--- config.mk ---
export PLATFORM = sky130hd
export DESIGN_NAME = buzzer_pattern
export DESIGN_NICKNAME = d
export VERILOG_FILES = /design/src/rtl/buzzer_pkg.sv /design/src/rtl/tick_prescaler.sv /design/src/rtl/buzzer_pattern.sv
export SDC_FILE = /design/constraint.sdc
export NUM_CORES = 1
export LEC_CHECK = 0
export CORE_MARGIN = 1
export CORE_UTILIZATION = 60
export CTS_CLUSTER_DIAMETER = 100
export CTS_CLUSTER_SIZE = 24
export DETAILED_ROUTE_END_ITERATION = 10
export PLACE_DENSITY = 0.83
export SETUP_SLACK_MARGIN = 0.2
export SLEW_MARGIN = 30
export SYNTH_ARGS = -nofsm -noshare
export SYNTH_HDL_FRONTEND = slang
export SYNTH_HIERARCHICAL = 1
export SYNTH_SLANG_ARGS = --single-unit
--- constraint.sdc ---
create_clock -name CLK -period 5.7 [get_ports CLK]
set_clock_uncertainty 0.15 [all_clocks]
set_input_delay 0.57 -clock CLK [delete_from_list [all_inputs] [get_ports CLK]]
set_output_delay 0.57 -clock CLK [all_outputs]
set_load 0.02 [all_outputs]
--- src/rtl/buzzer_pkg.sv ---
// Shared definitions for the buzzer pattern driver: mode codes, FSM states
// and the clock-to-tick divider helpers.
package buzzer_pkg;

    localparam logic [1:0] MODE_CONT         = 2'd0;
    localparam logic [1:0] MODE_BEEP_FOREVER = 2'd1;
    localparam logic [1:0] MODE_BEEP_N       = 2'd2;

    typedef enum logic [1:0] {
        ST_IDLE = 2'd0,
        ST_TONE = 2'd1,
        ST_GAP  = 2'd2
    } state_t;

    // Clock cycles per cadence tick.
    function automatic int calc_div(input int clk_hz, input int tick_hz);
        return clk_hz / tick_hz;
    endfunction

    // The cadence is only exact when the tick rate divides the clock.
    function automatic bit div_exact(input int clk_hz, input int tick_hz);
        return (clk_hz % tick_hz) == 0;
    endfunction

endpackage

--- src/rtl/tick_prescaler.sv ---
// Free-running divider: one-cycle tick every DIV enabled cycles, phase
// restarted by clr so the first tick lands DIV cycles after clr drops.
module tick_prescaler #(
    parameter int DIV = 10
) (
    input  logic CLK,
    input  logic rst_n,
    input  logic clr,
    input  logic en,
    output logic tick
);

    localparam int CW = (DIV > 1) ? $clog2(DIV) : 1;
    localparam logic [CW-1:0] LAST = CW'(DIV - 1);

    logic [CW-1:0] cnt;

    assign tick = en && (cnt == LAST);

    // Count 0..DIV-1 while enabled; clr pins the phase to zero.
    always_ff @(posedge CLK) begin
        if (!rst_n || clr)
            cnt <= '0;
        else if (en)
            cnt <= (cnt == LAST) ? '0 : cnt + CW'(1);
    end

endmodule

--- src/rtl/buzzer_pattern.sv ---
// Buzzer driver: square-wave tone of programmable half-period, gated by an
// on/off cadence (continuous, endless beeps or N beeps).
module buzzer_pattern
    import buzzer_pkg::*;
#(
    parameter int CLK_HZ  = 12_000_000,
    parameter int TICK_HZ = 1000,
    parameter int TONE_W  = 16,
    parameter int DUR_W   = 12,
    parameter int CNT_W   = 8
) (
    input  logic              CLK,
    input  logic              rst_n,
    input  logic              start,
    input  logic              stop,
    input  logic [1:0]        mode,
    input  logic [TONE_W-1:0] half_period,
    input  logic [DUR_W-1:0]  on_ticks,
    input  logic [DUR_W-1:0]  off_ticks,
    input  logic [CNT_W-1:0]  repeats,
    output logic              BUZZER,
    output logic              busy,
    output logic              done
);

    localparam int P = calc_div(CLK_HZ, TICK_HZ);

    if (!div_exact(CLK_HZ, TICK_HZ)) begin : g_div_check
        $error("buzzer_pattern: CLK_HZ must be a multiple of TICK_HZ");
    end

    state_t            state;
    logic [1:0]        mode_q;
    logic [TONE_W-1:0] half_q;
    logic [TONE_W-1:0] tone_cnt;
    logic [DUR_W-1:0]  on_q;
    logic [DUR_W-1:0]  off_q;
    logic [DUR_W-1:0]  dur_cnt;
    logic [DUR_W-1:0]  dur_lim;
    logic [CNT_W-1:0]  rep_q;
    logic [CNT_W-1:0]  burst_cnt;
    logic              tick;
    logic              seg_end;
    logic              timed;
    logic              last_burst;
    logic              pre_clr;
    logic              pre_en;

    // Segment bookkeeping: which duration applies now and whether it ends this cycle.
    always_comb begin
        dur_lim    = (state == ST_GAP) ? off_q : on_q;
        seg_end    = tick && (dur_cnt == dur_lim - DUR_W'(1));
        timed      = (mode_q == MODE_BEEP_FOREVER) || (mode_q == MODE_BEEP_N);
        last_burst = (mode_q == MODE_BEEP_N) && (burst_cnt == rep_q - CNT_W'(1));
        // Restart the tick phase on every TONE/GAP entry.
        pre_clr    = (state == ST_IDLE) || seg_end;
        pre_en     = (state != ST_IDLE);
    end

    tick_prescaler #(.DIV(P)) u_prescaler (
        .CLK   (CLK),
        .rst_n (rst_n),
        .clr   (pre_clr),
        .en    (pre_en),
        .tick  (tick)
    );

    // Cadence FSM with tone, duration and burst counters; all outputs registered.
    always_ff @(posedge CLK) begin
        if (!rst_n) begin
            state     <= ST_IDLE;
            BUZZER    <= 1'b0;
            busy      <= 1'b0;
            done      <= 1'b0;
            mode_q    <= MODE_CONT;
            half_q    <= '0;
            on_q      <= '0;
            off_q     <= '0;
            rep_q     <= '0;
            tone_cnt  <= '0;
            dur_cnt   <= '0;
            burst_cnt <= '0;
        end else if (stop) begin
            state     <= ST_IDLE;
            BUZZER    <= 1'b0;
            busy      <= 1'b0;
            done      <= 1'b0;
            tone_cnt  <= '0;
            dur_cnt   <= '0;
            burst_cnt <= '0;
        end else begin
            done <= 1'b0;
            case (state)
                ST_IDLE: begin
                    if (start) begin
                        // Reserved mode code behaves as continuous tone.
                        mode_q    <= (mode == 2'd3) ? MODE_CONT : mode;
                        half_q    <= (half_period < TONE_W'(2)) ? TONE_W'(2) : half_period;
                        on_q      <= (on_ticks == '0) ? DUR_W'(1) : on_ticks;
                        off_q     <= off_ticks;
                        rep_q     <= (repeats == '0) ? CNT_W'(1) : repeats;
                        tone_cnt  <= '0;
                        dur_cnt   <= '0;
                        burst_cnt <= '0;
                        BUZZER    <= 1'b1;
                        busy      <= 1'b1;
                        state     <= ST_TONE;
                    end
                end
                ST_TONE: begin
                    if (tone_cnt == half_q - TONE_W'(1)) begin
                        tone_cnt <= '0;
                        BUZZER   <= ~BUZZER;
                    end else begin
                        tone_cnt <= tone_cnt + TONE_W'(1);
                    end
                    if (timed && seg_end) begin
                        burst_cnt <= burst_cnt + CNT_W'(1);
                        dur_cnt   <= '0;
                        if (last_burst) begin
                            state  <= ST_IDLE;
                            BUZZER <= 1'b0;
                            busy   <= 1'b0;
                            done   <= 1'b1;
                        end else if (off_q == '0) begin
                            // Back-to-back burst: restart the tone phase high.
                            BUZZER   <= 1'b1;
                            tone_cnt <= '0;
                        end else begin
                            state  <= ST_GAP;
                            BUZZER <= 1'b0;
                        end
                    end else if (timed && tick) begin
                        dur_cnt <= dur_cnt + DUR_W'(1);
                    end
                end
                ST_GAP: begin
                    BUZZER <= 1'b0;
                    if (seg_end) begin
                        state    <= ST_TONE;
                        BUZZER   <= 1'b1;
                        tone_cnt <= '0;
                        dur_cnt  <= '0;
                    end else if (tick) begin
                        dur_cnt <= dur_cnt + DUR_W'(1);
                    end
                end
                default: state <= ST_IDLE;
            endcase
        end
    end

endmodule

==> flow_summary.rst <==
.. list-table::
   :header-rows: 1

   * - Metric
     - Value
   * - Critical path origin
     - state[0]
   * - Clock tree buffer depth
     - 2
   * - Area added between synthesis and finish
     - 13.5%
   * - Worst path arrival time
     - 4.62 ns
   * - R2R setup slack
     - 1.19 ns
   * - Max rail drop VDD
     - 0.208 mV
   * - Share of synthesized cell area in full adder, half adder and majority cells
     - 2.66%
   * - Worst-skew pair later-pin latency
     - 0.40 ns
   * - Unique cell type count in the Yosys netlist
     - 71
   * - Synth Area in Compound Gates
     - 15.5%
   * - Minimum setup slack after placement
     - 0.956 ns
   * - Post-Route Setup TNS
     - 0 ns
   * - Largest net degree at the start of global routing
     - 55
   * - Fraction of the cycle the final worst path needs
     - 79.1%
   * - Post-layout util
     - 70.7%
   * - Nets
     - 865
   * - Layout cell share with drive strength beyond 1
     - 5.35%
   * - Setup slack after layout
     - 1.19 ns
   * - Tmin final
     - 4.51 ns
   * - Syn Nets
     - 826
   * - Die X
     - 103 um
   * - Fraction of post-synthesis cell area in the top cell type by area
     - 34.4%
   * - Yosys reg bits
     - 105
   * - Area of all sequential standard cells
     - 2100 sq um
   * - Filler cell count in the final layout
     - 816
   * - Clock sink count
     - 105
   * - Ant diodes
     - 0
   * - Startpoint of the worst hold path
     - mode_q[0]
   * - Vias in the first global route
     - 5,117
   * - First-pass GRT wire length
     - 24,600 um
   * - Drt initial violations
     - 323
   * - Total placed instance area
     - 6760 sq um
   * - Post-synthesis xor/xnor area fraction
     - 12.7%
   * - Synth Area per Inst
     - 8.06 sq um
   * - Max-Cap Viols
     - 0
   * - Worst R2R Start
     - state[0]
   * - Wirelength, routed
     - 15,300 um
   * - RSZ-0062 raised after global routing
     - no
   * - Area of the mapped netlist
     - 6120 sq um
   * - Area of the core region
     - 9820 sq um
   * - CTS buffer count
     - 9
   * - H-tree Lvls
     - 3
   * - Cell depth of the worst min-delay path
     - 2
   * - Clock tree from TritonCTS
     - built
   * - Final routed wire length divided by cell count
     - 16.4 um
   * - Post-Synth Simple-Gate Area
     - 28.5%
   * - Die span in y
     - 103 um
   * - Hold Vio Cnt, Final
     - 0
   * - Endpoints failing setup
     - 0
   * - Via density
     - 6.04
   * - Capture point of the worst reg-to-reg path
     - tone_cnt[8]
   * - Cell chosen for the clock root
     - clkbuf_8
   * - Worst hold path class
     - flip-flop to flip-flop
   * - Overall power consumption
     - 1.51 mW
   * - Total congestion overflow after global routing
     - 0
   * - Post-cts repair resize count
     - 0
   * - Multiplexer share of the synthesized area
     - 2.82%
   * - Maximum achievable frequency
     - 0.222 GHz
   * - Number of cells produced by synthesis
     - 759
   * - Fraction of the yosys area taken by sequential cells
     - 34.4%
   * - PwrDens
     - 217 nW/um^2
   * - Clock slew seen by the registers of the worst setup and hold paths
     - 0.10 ns
   * - Number of pins with negative max-slew slack in the final report
     - 0
   * - Status
     - completed
   * - Die Outline Area
     - 10,600 sq um
   * - Largest family of logic cells by synthesized area
     - simple AND/OR/NAND/NOR gates
   * - Cell Count, Final, Fillers Out
     - 936
   * - Hold-fix buffer count after cts
     - 0
   * - Residual DRC
     - 0
   * - Post-layout instance area
     - 6940 sq um
   * - Worst Path Max Fanout
     - 23
   * - CP Launch Type
     - flip-flop
   * - Library cell with the largest summed area after synthesis
     - dfxtp_1
   * - Primary FF master, synth
     - dfxtp_1
   * - Row cnt
     - 36
   * - Starting density of the core
     - 62.3%
   * - Overall fraction of global-route tracks in use
     - 30.2%
   * - Transition time at the pin with the least slew margin
     - 0.867 ns
   * - I/O Pins
     - 57
   * - Total of buffers placed on input and output ports
     - 56
   * - Data required time of the worst path
     - 5.81 ns
   * - Max-slew headroom
     - 42.2%
   * - Top cells by area in the synthesized netlist
     - dfxtp_1 34%, nand2_1 7.6%, xor2_1 7.2%, a21boi_0 6.0%, xnor2_1 5.6%
   * - Remaining antenna violation count after routing
     - 0
   * - Async SR Flop Fraction
     - 0%
   * - DRT Pass-1 Iters
     - 5
   * - Category of the worst setup path capture point
     - flip-flop
   * - Number of cell instances on the worst register-to-register path
     - 12
   * - Detailed-placement wirelength estimate
     - 11,500 um
   * - Terminating pin of the worst hold path
     - mode_q[0]
   * - Worst setup path category
     - flip-flop to flip-flop
   * - Antenna violations before repair
     - 0
   * - Total of warnings raised by yosys
     - 6
   * - Buffers inserted during post-CTS setup optimization
     - 0
   * - Final GP Congestion
     - 0.920
   * - Leakage
     - 2.40 nW
   * - Via count of the routed design
     - 5,649
   * - Multi-input gate area in the final layout
     - 3820 sq um
   * - Hold slack
     - 0.330 ns
   * - Total placed cells including tap cells
     - 920
   * - Post-synth EDFFs
     - 0
## cells in the mapped netlist (all sizes together), types with 13 or more instances
library cell,count
a21boi,49
dfxtp,105
o21ai,23
nand2,125
ha,13
clkbuf,26
nor3,19
xor2,50
nor4,20
inv,15
nor2,75
nand3,35
nand4,20
a21oi,15
mux2i,15
xnor2,39
## worst max-delay path by stage
stage / end / slack, ns / cells after the start
after global placement: tone_cnt[0] / 1.28 / 12
after global routing: busy / 0.86 / 12
after detailed placement: tone_cnt[13] / 0.96 / 12
final: tone_cnt[8] / 1.19 / 12
after floorplan: tone_cnt[10] / 2.02 / 15
after CTS: tone_cnt[8] / 0.94 / 12
## per-layer routing
layer	global-route usage, %	up-vias	part of all wire, %	wire length [um]
met1	39.5	2637	44	6800
met4	11.8	0	2.2	344
met2	49.4	229	46	7120
li1	-	2750	-	-
met5	0	-	0	0
met3	5.56	33	6.8	1050
## registers in the layout, indices dropped and copies added (netlist names)
name             count
u_prescaler/cnt     14
tone_cnt            16
BUZZER               1
busy                 1
done                 1
state                2
burst_cnt            8
on_q                12
mode_q               2
dur_cnt             12
rep_q                8
half_q              16
off_q               12
## critical path, stage by stage (launching register included)
cell     delay (ns)
dfxtp_1        0.35
inv_1          0.09
ha_1           0.67
mux2i_1        0.34
ha_1           0.34
inv_1          0.14
nor4_1         0.44
xor2_1         0.21
mux2_2         0.42
nor3_2         0.39
a21oi_1        0.19
o21ai_2        0.53
nor2_1         0.11
## layout make-up
cell class	count	area share [%]
timing repair buffer	62	9.01
inverter	15	0.811
clock inverter	7	0.775
multi-input combinational	605	55.0
clock buffer	9	1.78
tap	133	2.40
sequential	105	30.3
## power by group
| part | total [mW] | leakage [nW] | internal (mW) | switching, mW |
|---|---|---|---|---|
| registers | 0.779 | 0.852 | 0.753 | 0.0266 |
| logic | 0.286 | 1.45 | 0.133 | 0.154 |
| clock network | 0.442 | 0.0944 | 0.164 | 0.278 |
## cell families (layout without fill, tap and decap cells)
logic type	Yosys count	count (layout)
flip-flops	105	105
AO/OA/AOI/OAI	132	132
AND/OR/NAND/NOR	354	354
multiplexers	17	17
buffers and inverters	49	93
adder cells (fa/ha/maj)	13	13
XOR/XNOR	89	89
## placed cells by master (no fill, tap or decap), types with 13 or more instances in the layout
| master | Yosys | routed |
|---|---|---|
| nand2_1 | 124 | 124 |
| dfxtp_1 | 105 | 105 |
| nor2_1 | 74 | 73 |
| clkdlybuf4s50_1 | 0 | 56 |
| xor2_1 | 50 | 50 |
| a21boi_0 | 49 | 49 |
| xnor2_1 | 39 | 39 |
| nand3_1 | 35 | 35 |
| o21ai_0 | 20 | 20 |
| nand4_1 | 19 | 19 |
| nor4_1 | 18 | 18 |
| nor3_1 | 18 | 18 |
| inv_1 | 15 | 15 |
| mux2i_1 | 15 | 15 |
| a21oi_1 | 15 | 15 |
| ha_1 | 13 | 13 |
(Power assumes the default switching activity.)
